[src/rtl/pport_pkg.sv]
`default_nettype none
// ============================================================================
// Module   : pport_pkg
// Brief    : Shared types and widths for the uio byte transmitter.
// Revision : 1.0
// ============================================================================
package pport_pkg;

    localparam int DATA_W = 8;
    localparam int TO_W   = 8;

    typedef enum logic [2:0] {
        IDLE     = 3'd0,
        SETUP    = 3'd1,
        STROBE   = 3'd2,
        WAIT_ACK = 3'd3,
        WAIT_REL = 3'd4
    } state_t;

endpackage
`default_nettype wire

[src/rtl/pport_fifo.sv]
`default_nettype none
// ============================================================================
// Module   : pport_fifo
// Brief    : Byte FIFO with registered full/empty flags and wrap-bit pointers.
// Revision : 1.0
// ============================================================================
module pport_fifo
    import pport_pkg::*;
#(
    parameter int DEPTH = 4
) (
    input  logic              clk,
    input  logic              rst,
    input  logic              wr_en,
    input  logic [DATA_W-1:0] wr_data,
    output logic              full,
    input  logic              rd_en,
    output logic [DATA_W-1:0] rd_data,
    output logic              empty
);

    localparam int AW = $clog2(DEPTH);
    localparam logic [AW:0] FULL_LVL = (AW+1)'(DEPTH);

    logic [DATA_W-1:0] mem_q [DEPTH];
    logic [AW:0]       wr_ptr_q, wr_ptr_d;
    logic [AW:0]       rd_ptr_q, rd_ptr_d;
    logic [AW:0]       level_d;
    logic              full_q, full_d;
    logic              empty_q, empty_d;
    logic              wr_fire, rd_fire;

    // Flags are computed from the next pointers so they are registered,
    // keeping any pop out of the combinational path to full.
    always_comb begin
        wr_fire  = wr_en & ~full_q;
        rd_fire  = rd_en & ~empty_q;
        wr_ptr_d = wr_ptr_q + (AW+1)'(wr_fire);
        rd_ptr_d = rd_ptr_q + (AW+1)'(rd_fire);
        level_d  = wr_ptr_d - rd_ptr_d;
        full_d   = (level_d == FULL_LVL);
        empty_d  = (wr_ptr_d == rd_ptr_d);
    end

    always_ff @(posedge clk or posedge rst) begin
        if (rst) begin
            wr_ptr_q <= '0;
            rd_ptr_q <= '0;
            full_q   <= 1'b0;
            empty_q  <= 1'b1;
        end else begin
            wr_ptr_q <= wr_ptr_d;
            rd_ptr_q <= rd_ptr_d;
            full_q   <= full_d;
            empty_q  <= empty_d;
        end
    end

    always_ff @(posedge clk) begin
        if (wr_fire) begin
            mem_q[wr_ptr_q[AW-1:0]] <= wr_data;
        end
    end

    assign rd_data = mem_q[rd_ptr_q[AW-1:0]];
    assign full    = full_q;
    assign empty   = empty_q;

endmodule
`default_nettype wire

[src/rtl/pport_tx.sv]
`default_nettype none
// ============================================================================
// Module   : pport_tx
// Brief    : FIFO-buffered byte transmitter on uio pins, strobe/ack handshake.
//            Optional PPORT_TX_PARITY_EN adds the pin_parity output.
// Revision : 1.0
// ============================================================================
module pport_tx
    import pport_pkg::*;
#(
    parameter int DEPTH         = 4,
    parameter int STROBE_CYCLES = 2,
    parameter int ACK_TIMEOUT   = 255
) (
    input  logic              clk,
    input  logic              rst,
    input  logic [DATA_W-1:0] in_data,
    input  logic              in_valid,
    output logic              in_ready,
    output logic [DATA_W-1:0] pin_data_out,
    output logic [DATA_W-1:0] pin_data_oe,
    output logic              pin_strobe_n,
    input  logic              pin_ack_n,
    output logic              busy,
    output logic              timeout_err,
    input  logic              err_clr
`ifdef PPORT_TX_PARITY_EN
    ,
    output logic              pin_parity
`endif
);

    localparam logic [TO_W-1:0] STB_LAST = TO_W'(STROBE_CYCLES - 1);
    localparam logic [TO_W-1:0] TO_LAST  = TO_W'(ACK_TIMEOUT - 1);

    logic              fifo_full, fifo_empty;
    logic [DATA_W-1:0] fifo_rd_data;
    logic              pop;

    logic              ack_meta_q, ack_s_q;
    state_t            state_q, state_d;
    logic [TO_W-1:0]   cnt_q, cnt_d;
    logic [DATA_W-1:0] data_q, data_d;
    logic              oe_q, oe_d;
    logic              strobe_n_q, strobe_n_d;
    logic              err_q, err_d;
    logic              err_set;

    pport_fifo #(
        .DEPTH (DEPTH)
    ) u_fifo (
        .clk     (clk),
        .rst     (rst),
        .wr_en   (in_valid),
        .wr_data (in_data),
        .full    (fifo_full),
        .rd_en   (pop),
        .rd_data (fifo_rd_data),
        .empty   (fifo_empty)
    );

    always_comb begin
        state_d    = state_q;
        cnt_d      = cnt_q;
        data_d     = data_q;
        oe_d       = oe_q;
        strobe_n_d = strobe_n_q;
        pop        = 1'b0;
        err_set    = 1'b0;
        case (state_q)
            IDLE: begin
                // A host still holding ack low keeps the next byte parked.
                if (!fifo_empty && ack_s_q) begin
                    pop     = 1'b1;
                    data_d  = fifo_rd_data;
                    oe_d    = 1'b1;
                    state_d = SETUP;
                end
            end
            SETUP: begin
                strobe_n_d = 1'b0;
                cnt_d      = '0;
                state_d    = STROBE;
            end
            STROBE: begin
                if (cnt_q == STB_LAST) begin
                    strobe_n_d = 1'b1;
                    cnt_d      = '0;
                    state_d    = WAIT_ACK;
                end else begin
                    cnt_d = cnt_q + TO_W'(1);
                end
            end
            WAIT_ACK: begin
                if (!ack_s_q) begin
                    state_d = WAIT_REL;
                end else if (cnt_q == TO_LAST) begin
                    err_set = 1'b1;
                    oe_d    = 1'b0;
                    state_d = IDLE;
                end else begin
                    cnt_d = cnt_q + TO_W'(1);
                end
            end
            WAIT_REL: begin
                if (ack_s_q) begin
                    oe_d    = 1'b0;
                    state_d = IDLE;
                end
            end
            default: begin
                oe_d       = 1'b0;
                strobe_n_d = 1'b1;
                state_d    = IDLE;
            end
        endcase
        err_d = err_set ? 1'b1 : (err_clr ? 1'b0 : err_q);
    end

    always_ff @(posedge clk or posedge rst) begin
        if (rst) begin
            ack_meta_q <= 1'b1;
            ack_s_q    <= 1'b1;
            state_q    <= IDLE;
            cnt_q      <= '0;
            data_q     <= '0;
            oe_q       <= 1'b0;
            strobe_n_q <= 1'b1;
            err_q      <= 1'b0;
        end else begin
            ack_meta_q <= pin_ack_n;
            ack_s_q    <= ack_meta_q;
            state_q    <= state_d;
            cnt_q      <= cnt_d;
            data_q     <= data_d;
            oe_q       <= oe_d;
            strobe_n_q <= strobe_n_d;
            err_q      <= err_d;
        end
    end

`ifdef PPORT_TX_PARITY_EN
    logic parity_q, parity_d;

    always_comb begin
        parity_d = pop ? ^fifo_rd_data : parity_q;
    end

    always_ff @(posedge clk or posedge rst) begin
        if (rst) begin
            parity_q <= 1'b0;
        end else begin
            parity_q <= parity_d;
        end
    end

    assign pin_parity = parity_q;
`endif

    assign in_ready     = ~fifo_full;
    assign pin_data_out = data_q;
    assign pin_data_oe  = {DATA_W{oe_q}};
    assign pin_strobe_n = strobe_n_q;
    assign busy         = (state_q != IDLE) | ~fifo_empty;
    assign timeout_err  = err_q;

endmodule
`default_nettype wire

[config.mk]
export PLATFORM = sky130hd
export DESIGN_NAME = pport_tx
export DESIGN_NICKNAME = d
export VERILOG_FILES = /design/src/rtl/pport_pkg.sv /design/src/rtl/pport_fifo.sv /design/src/rtl/pport_tx.sv
export SDC_FILE = /design/constraint.sdc
export NUM_CORES = 1
export LEC_CHECK = 0
export CORE_MARGIN = 2
export CORE_UTILIZATION = 55
export DETAILED_ROUTE_END_ITERATION = 8
export PLACE_DENSITY = 0.79
export SKIP_LAST_GASP = 1
export SLEW_MARGIN = 20
export SYNTH_ARGS = -nofsm -noshare
export SYNTH_HDL_FRONTEND = slang
export SYNTH_SLANG_ARGS = --single-unit
export TNS_END_PERCENT = 20
[constraint.sdc]
create_clock -name clk -period 2.8 [get_ports clk]
set_clock_uncertainty 0.1 [all_clocks]
set_input_delay 0.84 -clock clk [delete_from_list [all_inputs] [get_ports clk]]
set_output_delay 0.84 -clock clk [all_outputs]
set_load 0.02 [all_outputs]
======== Yosys cells after proc, flatten, opt, wreduce, memory -nomap -nowiden ========
Memory sizes are Yosys's and may differ from the RTL's. A register that Yosys moved wholly into a read port is not among the register bits.
Cells that the tools add are included.
operators by class
  add/sub/neg operators ................... 4
  multiply operators ...................... 0
  divide/modulo/power cells ............... 0
  order comparisons ....................... 0
  equality and inequality tests ........... 15
  shift-type cells ........................ 0
  mux-type cells .......................... 26
  bitwise operators ....................... 7
  reductions and logical operators ........ 13
operator list
  cell                                                 number
  2-to-1 mux 8 bit                                     3
  case mux 8 bit (3 select lines)                      1
  2-to-1 mux 3 bit                                     5
  case mux 3 bit (5 select lines)                      1
  2-to-1 mux 1 bit                                     14
  != test 2 bit, second input constant                 6
  adder 8 x 1 -> 8 bit, second input constant          1
  equality test 8 x 1 -> 1 bit, second input constant  1
  equality test 8 bit, second input constant           1
  adder 3 x 1 -> 3 bit                                 2
  equality test 3 x 2 -> 1 bit, second input constant  2
  equality test 3 bit, second input constant           2
  nonzero test 3 bit                                   2
  AND reduction 5 bit                                  1
  NOT 1 bit                                            4
  case mux 1 bit (4 select lines)                      1
  AND reduction 2 bit                                  2
  AND reduction 4 bit                                  1
  equality test 3 x 1 -> 1 bit, second input constant  1
  equality test 3 bit                                  1
  logical NOT 3 bit                                    1
  != test 3 bit, second input constant                 1
  case mux 1 bit (3 select lines)                      1
  AND reduction 3 bit                                  1
  8 further kinds                                      9
storage, ports and cells
  bits in registers ....................... 24
  latch bits .............................. 0
  memory bits (writable) .................. 32
  ROM bits ................................ 0
  memories ................................ 1
memories
  name          words  width  read ports  clocked after memory_dff  write ports  line              text
  u_fifo.mem_q  4      8      1           1                         1            pport_fifo.sv:25  logic [DATA_W-1:0] mem_q [DEPTH];

======== Depth between registers and ports, before layout ========
  depth in word-level cells ............... 8
  gate-level depth with buffers ........... 11
  gate-level depth less buffers ........... 10

======== Modules after synthesis ========
Synthesis repeated with hierarchy kept, for this count alone.
unflattened totals
  cells, all modules ...................... 209
  area, all modules ....................... 2850.2 µm²
by module, submodules not included
  module      instances  cells an instance  area each (µm²)
  pport_fifo  1          74                 1542.7
  pport_tx    1          135                1307.5

======== Worst setup path after synthesis ========
No wires, ideal clock.
  kind .................................... input -> register
  from .................................... input in_valid
  to ...................................... memory u_fifo.mem_q[0][0], enable pin
  arrival ................................. 1764 ps
  path slack .............................. 551 ps
  stages .................................. 2
  buffers on the path ..................... 0
  path through ............................ nor2b_1 nor3b_1
between the ends
  word-level cells in the longest chain between the ends .. 3
ends and longest elaborated chain
  element                                 line              text
  from (decl)                             pport_tx.sv:18    input logic in_valid,
  AND 1 bit                               pport_fifo.sv:36  wr_fire = wr_en & ~full_q;
  2-to-1 mux 1 bit                        pport_fifo.sv:60  if (wr_fire) begin
  2-to-1 mux 1 bit (implied by the code)  pport_fifo.sv:61  mem_q[wr_ptr_q[AW-1:0]] <= wr_data;
  to (decl)                               pport_fifo.sv:25
Every way passes these cells.

======== Worst setup path after layout ========
  from .................................... register state_q[0]
  to ...................................... output busy
between the ends
  word-level cells in the longest chain between the ends .. 2
ends and longest elaborated chain
  element                 line             text
  from (decl)             pport_tx.sv:41   state_t state_q, state_d;
  from (signal assigned)  pport_tx.sv:133  state_q <= state_d;
  nonzero test 3 bit      pport_tx.sv:164  assign busy = (state_q != IDLE) | ~fifo_empty;
  OR 1 bit                pport_tx.sv:164
  to (decl)               pport_tx.sv:24   output logic busy,
Every way passes these cells.

==> impl_metrics.ini <==
[run_status]
outcome = completed

[drt]
wl_um = 4830
drcViolationCount = 0
firstDrtPassIters = 4
postRouteAntennaNets = 0
vias = 1695
drt_iter0_markers = 125
viasPerCell = 5.59
wl_per_cell_um = 15.9

[synthesis]
yosysSeqAreaShare_pct = 62.7
synthCells = 195
async_reset_ff_share_pct = 50.0
ys_types = 44
yosysMostFrequentCell = edfxtp_1
synth_top_area_share_pct = 34.1
synth_edf_count = 32
synth_nets = 217
synth_area_um2 = 2820
ys_warn_count = 0
ys_ff_latch = 64
yosysTopAreaCell = edfxtp_1
synth_commonest_cells = edfxtp_1, dfrtp_1, inv_1, nor2_1, ha_1
avgSynthCellArea_um2 = 14.4
ys.flop_type = edfxtp_1
synthTopCellsByArea = edfxtp_1, dfrtp_1, mux4_2, ha_1, dfstp_2

[sta]
min_period_ns = 2.64
slew-limit-headroom_pct = 52.1
rsz0062_at_grt = false
drv_slew = 0
hold_viol = 0
fin_ws_ns = 0.163
post-route-period-util_pct = 94.2
tns_ns = 0
finalSetupViolations = 0
tightest_slew_ns = 0.709
max_freq_mhz = 379

[setup_path]
critPathRequiredTime_ns = 1.86
critical_path_class = flip-flop to output port
crit_arrival_ns = 1.70
slowest_delay_ns = 0.60
crit_slowest_cell = clkdlybuf4s50_1
path_cells = nor2_1 -> nand3_1 -> clkdlybuf4s50_1
cp-start-kind = flip-flop
worstSetupEndpointType = output port
worst-path-buf-inv = 1
cp_top_family = buffers and inverters
cp_max_fo = 10

[clocking]
cts_sinks = 64
htree_levels = 3
clk_latency_ns = 0.34
path_clk_slew_ns = 0.07
cts-buffers-inserted = 9
cts_post_setup_buffers_inserted = 0
cts_resized = 0
cts_tree = done
holdBufCountCts = 0
root_buffer = clkbuf_8
clk_path_buf_depth = 2

[final_layout]
fin_cells = 303
fillers = 362
layout.nets = 250
diodes = 0
finish.utilization_pct = 67.8
syn2layout_area_growth_pct = 20.6
drive_above_1_share_pct = 19.3

[global_routing]
antenna_found_initial = 0
grt_pass1_vias = 1614
track_usage_pct = 19.6
grt_pass1_wl_um = 7800
grt_max_degree = 33
grt_overflow = 0

[power_and_ir_drop]
switchingPower_mw = 1.23
internal_power_mw = 2.51
clock_power_share_pct = 24.7
switching_share_pct = 32.9
power.leakage_nw = 1.34
powerDensity_nw_per_um2 = 1100
pwr-share-seq_pct = 39.1
combPwrFrac_pct = 36.2
irDropWorstVdd_v = 0.000688
finalPower_mw = 3.74

[placement]
post-place-ws_ns = 0.119
portBuffers = 32
gp_congestion = 0.841
dp_cells = 287
dp_hpwl_um = 3180

[floorplanning]
die_y_um = 75.6
dieArea_um2 = 5710
start_util_pct = 56.2
io_pins = 33
fp-row-count = 26
core-area_um2 = 5010
die_w_um = 75.6

[worst_hold_path]
hold_path.class = flip-flop to flip-flop

[flow_run]
drv_cap = 0
## cells by family after synthesis
group	share of synthesized area, %
AOI/OAI and AO/OA	7.77
buffers and inverters	5.60
DFF	62.7
xor gates and xnor gates	1.24
muxes	10.8
adders and majority gates	4.00
and+or+nand+nor	7.82
## final timing paths
path / end / startpoint / slack, ns / cells after the start
setup / recovery: busy / state_q[0] / 0.16 / 3
hold / removal: ack_s_q / ack_meta_q / 0.26 / 0
setup reg to reg: cnt_q[6] / cnt_q[1] / 0.64 / 6
hold reg to reg: ack_s_q / ack_meta_q / 0.26 / 0
max in group asynchronous: pin_strobe_n / rst / 1.48 / 3
min in group asynchronous: timeout_err / rst / 0.79 / 3
## metal layers
layer / track usage [%] / part of all wire (%) / up-vias
li1: - / - / 795
met1: 23.9 / 43 / 836
met2: 31.1 / 50 / 55
met3: 8.86 / 5.7 / 9
met4: 7.02 / 1.2 / 0
met5: 0 / 0 / -
## layout by cell type, fill, tap and decap left out, types with 2 or more instances in the layout
cell	count
o21a_1	2
o221ai_1	6
nor2_1	13
nor4_1	2
dfrtp_1	28
nor3_1	4
edfxtp_1	32
nand2b_1	2
dfstp_2	4
bufinv_16	3
nor2b_1	2
clkdlybuf4s50_1	32
nand2_1	5
a221oi_1	2
ha_1	9
o21ai_0	3
mux4_2	8
inv_1	13
a32o_1	3
mux2i_1	2
clkbuf_8	9
nand3_1	5
and3_1	3
xor2_1	3
a21oi_1	4
mux2_2	8
buf_4	6
o2111ai_1	2
## power by group through the flow
stage	Combinational, mW	Clock [mW]	Sequential [mW]
CTS	1.37	0.946	1.47
finish	1.36	0.926	1.46
global route	1.49	0.993	1.49
floorplan	0.978	0	1.46
detailed placement	1.35	0	1.48
global placement	1.34	0	1.47
## stage by stage
stage / hold slack, ns / cell area (um^2)
finish: 0.258 / 3400
floorplan: 0.245 / 2820
global route: 0.259 / 3400
detailed placement: 0.248 / 3160
CTS: 0.258 / 3400
global placement: 0.246 / 3160
## state kept, by name, summed over array words and instances (netlist names), 3 cells and up
name,cells
cnt_q,8
pin_data_out,8
state_q,3
u_fifo.mem_q,32
u_fifo.rd_ptr_q,3
u_fifo.wr_ptr_q,3
## cell type report
| type | count | area (um^2) | area share [%] |
|---|---|---|---|
| clock inverter | 6 | 108 | 3.17 |
| sequential | 64 | 1770 | 52.0 |
| inverter | 13 | 48.8 | 1.44 |
| tap | 70 | 87.6 | 2.58 |
| clock buffer | 10 | 128 | 3.76 |
| timing repair buffer | 38 | 365 | 10.8 |
| multi-input combinational | 102 | 892 | 26.3 |
Note: power is estimated with default switching activity, not from simulation.
